### src/rtl/char_gen_stream.sv
// rtl/char_gen_stream.sv - reflected mixed-radix Gray word enumerator emitting (offset, char) updates
module char_gen_stream #(
  parameter int MAX_CHARS = 16,
  parameter int PTR_W     = 4,
  parameter int CHAR_W    = 7,
  parameter int OFF_W     = 6,
  parameter int CNT_W     = 49
) (
  input  logic              clk,
  input  logic              reset,
  input  logic              start,
  input  logic [OFF_W-1:0]  start_offset,
  input  logic [PTR_W-1:0]  max_characters,
  input  logic [CHAR_W-1:0] charset_size,
  input  logic [CHAR_W-1:0] char_base,
  input  logic [CNT_W-1:0]  word_limit,
  output logic              upd_valid,
  input  logic              upd_ready,
  output logic [OFF_W-1:0]  offset_out,
  output logic [CHAR_W-1:0] char_out,
  output logic [CNT_W-1:0]  word_counter,
  output logic              busy,
  output logic              finished
);

  typedef enum logic [1:0] {IDLE, RUN, DONE} state_t;

  state_t             state;
  logic [CHAR_W-1:0]  digit [MAX_CHARS];
  logic [MAX_CHARS-1:0] dir;
  logic [OFF_W-1:0]   off_q;
  logic [PTR_W-1:0]   nmax_q;
  logic [CHAR_W-1:0]  radix_q;
  logic [CHAR_W-1:0]  base_q;
  logic [CNT_W-1:0]   limit_q;
  logic               empty_pending;

  logic               step_found;
  logic [PTR_W-1:0]   step_idx;
  logic [CHAR_W-1:0]  step_digit;
  logic               last_accept;

  // Lowest active digit not yet at its bound in its current direction.
  always_comb begin
    step_found = 1'b0;
    step_idx   = '0;
    for (int i = MAX_CHARS - 1; i >= 0; i--) begin
      if (PTR_W'(i) <= nmax_q &&
          (dir[i] ? (digit[i] != '0) : (digit[i] != radix_q - CHAR_W'(1)))) begin
        step_found = 1'b1;
        step_idx   = PTR_W'(i);
      end
    end
    step_digit  = dir[step_idx] ? digit[step_idx] - CHAR_W'(1) : digit[step_idx] + CHAR_W'(1);
    last_accept = !step_found || (limit_q != '0 && word_counter == limit_q);
  end

  always_ff @(posedge clk) begin
    if (reset) begin
      state         <= IDLE;
      upd_valid     <= 1'b0;
      busy          <= 1'b0;
      finished      <= 1'b0;
      offset_out    <= '0;
      char_out      <= '0;
      word_counter  <= '0;
      dir           <= '0;
      off_q         <= '0;
      nmax_q        <= '0;
      radix_q       <= '0;
      base_q        <= '0;
      limit_q       <= '0;
      empty_pending <= 1'b0;
      for (int i = 0; i < MAX_CHARS; i++) digit[i] <= '0;
    end else begin
      case (state)
        IDLE, DONE: begin
          if (start) begin
            off_q         <= start_offset;
            nmax_q        <= max_characters;
            radix_q       <= charset_size;
            base_q        <= char_base;
            limit_q       <= word_limit;
            dir           <= '0;
            finished      <= 1'b0;
            word_counter  <= '0;
            empty_pending <= 1'b0;
            for (int i = 0; i < MAX_CHARS; i++) digit[i] <= '0;
            if (charset_size < CHAR_W'(2)) begin
              // No words to emit; report completion on the following cycle.
              state         <= IDLE;
              empty_pending <= 1'b1;
            end else begin
              // First step from the all-zero word always raises digit 0 to 1.
              state        <= RUN;
              busy         <= 1'b1;
              upd_valid    <= 1'b1;
              digit[0]     <= CHAR_W'(1);
              offset_out   <= start_offset;
              char_out     <= char_base + CHAR_W'(1);
              word_counter <= CNT_W'(1);
            end
          end else if (state == IDLE && empty_pending) begin
            state         <= DONE;
            finished      <= 1'b1;
            empty_pending <= 1'b0;
          end
        end
        RUN: begin
          if (upd_valid && upd_ready) begin
            if (last_accept) begin
              state     <= DONE;
              upd_valid <= 1'b0;
              busy      <= 1'b0;
              finished  <= 1'b1;
            end else begin
              digit[step_idx] <= step_digit;
              for (int j = 0; j < MAX_CHARS; j++)
                dir[j] <= dir[j] ^ (PTR_W'(j) < step_idx);
              offset_out   <= off_q + OFF_W'(step_idx);
              char_out     <= step_digit + base_q;
              word_counter <= word_counter + CNT_W'(1);
            end
          end
        end
        default: state <= IDLE;
      endcase
    end
  end

endmodule

### config.mk
export PLATFORM = sky130hd
export DESIGN_NAME = char_gen_stream
export DESIGN_NICKNAME = d
export VERILOG_FILES = /design/src/rtl/char_gen_stream.sv
export SDC_FILE = /design/constraint.sdc
export NUM_CORES = 1
export LEC_CHECK = 0
export CAP_MARGIN = 20
export CORE_AREA = 2 2 183 185
export CTS_CLUSTER_DIAMETER = 60
export CTS_CLUSTER_SIZE = 10
export DETAILED_ROUTE_END_ITERATION = 12
export DIE_AREA = 0 0 185 187
export GPL_TIMING_DRIVEN = 1
export MAX_ROUTING_LAYER = met4
export PLACE_DENSITY = 0.71
export SKIP_CTS_REPAIR_TIMING = 1
export SLEW_MARGIN = 20
export SYNTH_ARGS = -nofsm -noshare
export SYNTH_HDL_FRONTEND = slang
export SYNTH_SLANG_ARGS = --single-unit
### constraint.sdc
create_clock -name clk -period 7.3 [get_ports clk]
set_input_delay 1.46 -clock clk [delete_from_list [all_inputs] [get_ports clk]]
set_output_delay 1.46 -clock clk [all_outputs]
set_load 0.05 [all_outputs]
==> results.cfg <==
[status]
status = finished clean

[timing]
relSlewSlack_pct = 27.6
layout_worst_path_cycle_share_pct = 96.8
fin_ws_ns = 0.237
fmax_mhz = 142
setup_violations = 0
hold_violations = 0
worst_pin_slew_ns = 1.09
finalSetupTns_ns = 0
finalMaxSlewViolations = 0
fin_crit_ns = 7.06
skew_ns = 0.0143

[setup_path]
cp_slowest_cell = or4b_1
worst_setup_path_start_kind = flip-flop
worstReg2RegEnd = char_out[6]$_SDFFE_PP0P_
cp.required_ns = 7.75
reg2reg_slack_ns = 0.24
timing.critical_path.mode_cell = xnor2_1
crit_path_end_kind = flip-flop
worstReg2RegStart = radix_q[0]$_SDFFE_PP0P_
cp.arrival_ns = 7.52
reg2reg_depth = 25
slowest_delay_ns = 0.58
worstSetupPathType = reg2reg
path_max_fanout = 22

[clock_tree]
cts_tree = yes
clk_path_buf_depth = 3
clock-root-buffer = clkbuf_16
clock_sinks = 267
cts-buffers-inserted = 34
insertion_delay_ns = 0.54
htree_num_levels = 2
cts.clk_slew.worst_paths_ns = 0.05

[global_route]
grt_max_degree = 84
grt_pass1_vias = 13800
grt_pass1_wl_um = 86000
grt.overflow.total = 0
grt_usage_pct = 34.1
antenna_found_initial = 0

[logic_synthesis]
synth_edf_count = 112
syn_avg_cell_area_um2 = 8.81
synth_cell_type_count = 87
syn_inst = 1757
seq_area_frac_synth_pct = 41.8
synth_nets = 1856
synth_flop_cell = dfxtp_1
syn_area_mm2 = 0.0155
yosysWarningCount = 0
synth_seq_cells = 267
async_flop_share_pct = 0

[power_and_ir_drop]
swShare_pct = 31.5
seq_power_share_pct = 40.8
comb_power_share_pct = 22.2
leakage_nw = 6.82
switchingPower_mw = 1.36
clkPwrFrac_pct = 37.0
powerDensity_mw_per_mm2 = 230
finalPower_mw = 4.31
peakVddDrop_uv = 180
internal_power_mw = 2.96

[drt]
drtAntennaViolNets = 0
via_per_inst = 6.05
avgRoutedWirePerCell_um = 24.4
dr.pass1.iters = 6
wl_um = 57900
drc = 0
drt_iter0_drc = 1494
via_count = 14400

[cells_and_area]
final_area_mm2 = 0.0187
antenna_cells = 0
drive_gt1_share_pct = 8.26
mostFrequentLayoutCells = nand2_1, nor2_1, a21oi_1
layout_commonest_cell = nand2_1
nets = 2003
area_growth_syn_to_layout_pct = 20.9

[min_path]
hp-class = reg2reg
min_from = off_q[2]$_SDFFE_PP0P_
hold_end = off_q[2]$_SDFFE_PP0P_
whs_path_depth = 2

[run]
cap_violations = 0

[die]
dieArea_mm2 = 0.0346
start_util_pct = 47.1
die_y_um = 187
num_rows = 67
die_w_um = 185
core_area_mm2 = 0.0329
ioPinCount = 142

[place]
port_buffers = 141
gp_congestion = 1.04
dp_slack_ns = 0.153
placedInstanceArea_mm2 = 0.0176
dp_hpwl_um = 42900
kinds of logic after synthesis:
family | after synthesis | synth area share, %
simple gates | 702 | 21.1
flops | 267 | 41.8
buf+inv | 135 | 3.60
xor+xnor | 236 | 14.0
mux | 32 | 2.08
compound gates | 363 | 15.5
fa+ha+maj | 22 | 1.92
critical path: cells and delay by family (launching register included):
family          cells  cell delay (ns)
flops               1             0.33
compound gates     12             2.69
xor+xnor            4             0.83
simple gates        4             1.61
fa+ha+maj           2             0.81
buf+inv             3             0.70
area by class of cell:
cell class	instances	area (um2)
tap	448	561
sequential	267	6470
multi-input combinational	1355	8560
timing repair buffer	211	1960
fill	2990	14100
clock buffer	49	938
clock inverter	7	106
inverter	35	131
stage by stage:
| step | utilization [%] | hold WS (ns) | std cells |
|---|---|---|---|
| after floorplan | - | 0.441 | 1757 |
| after global placement | 53.6 | 0.451 | 2314 |
| after detailed placement | 53.6 | 0.455 | 2314 |
| after CTS | 56.8 | 0.464 | 2370 |
| after global routing | 57.0 | 0.489 | 2372 |
| final | 57.0 | 0.461 | 2372 |
metal layers:
layer / global-route usage, % / wire (um)
met4: 10.4 / 1870
met3: 5.67 / 5030
met1: 46.8 / 24700
met5: - / 0
met2: 51.7 / 26300
cells in the mapped netlist (all sizes together), types with 7 or more instances:
cell type,count,area [um2]
nor3,25,125
xnor2,146,1300
and3,20,125
nand4,20,125
and2,10,62.6
nor4b,12,105
nor2b,18,113
nor4,42,263
clkbuf,64,240
or4,7,52.6
xor2,85,752
mux2i,31,310
a211oi,10,75.1
o211ai,9,67.6
o221ai,15,131
nor2,210,796
o31ai,15,136
a2111oi,7,98.8
nand2b,14,87.6
a21oi,164,821
a21o,13,97.6
nand3,28,140
o21ai,37,185
edfxtp,112,3360
ha,19,238
a21boi,7,52.6
buf,36,186
or2,8,50.1
or3,17,106
dfxtp,155,3100
inv,33,124
o22ai,18,119
a221oi,15,144
nand2,252,946
flip-flops by register name (all words and copies together), names as in the netlist:
| name | flops |
|---|---|
| radix_q | 7 |
| digit | 112 |
| finished | 1 |
| state | 2 |
| busy | 1 |
| char_out | 7 |
| offset_out | 6 |
| off_q | 6 |
| dir | 15 |
| base_q | 7 |
| empty_pending | 1 |
| nmax_q | 4 |
| word_counter | 49 |
| limit_q | 49 |
how the worst max path moves through the flow:
stage	startpoint	slack, ns	endpoint
final	radix_q[0]$_SDFFE_PP0P_	0.24	char_out[6]$_SDFFE_PP0P_
after global routing	radix_q[0]$_SDFFE_PP0P_	-0.06	char_out[6]$_SDFFE_PP0P_
after CTS	radix_q[0]$_SDFFE_PP0P_	0.10	char_out[6]$_SDFFE_PP0P_
after detailed placement	radix_q[0]$_SDFFE_PP0P_	0.15	char_out[6]$_SDFFE_PP0P_
after global placement	radix_q[0]$_SDFFE_PP0P_	0.42	char_out[6]$_SDFFE_PP0P_
after floorplan	radix_q[0]$_SDFFE_PP0P_	0.008	char_out[6]$_SDFFE_PP0P_
power by group through the flow:
| stage | combinational, mW | sequential [mW] | clock (mW) |
|---|---|---|---|
| 2_1_floorplan | 0.581 | 1.77 | 0 |
| 3_3_place_gp | 0.913 | 1.79 | 0 |
| 3_5_place_dp | 0.922 | 1.79 | 0 |
| 4_1_cts | 0.927 | 1.76 | 1.61 |
| 5_1_grt | 1.02 | 1.77 | 1.67 |
| 6_report | 0.958 | 1.76 | 1.59 |
Power figures use the tool's default switching activity.
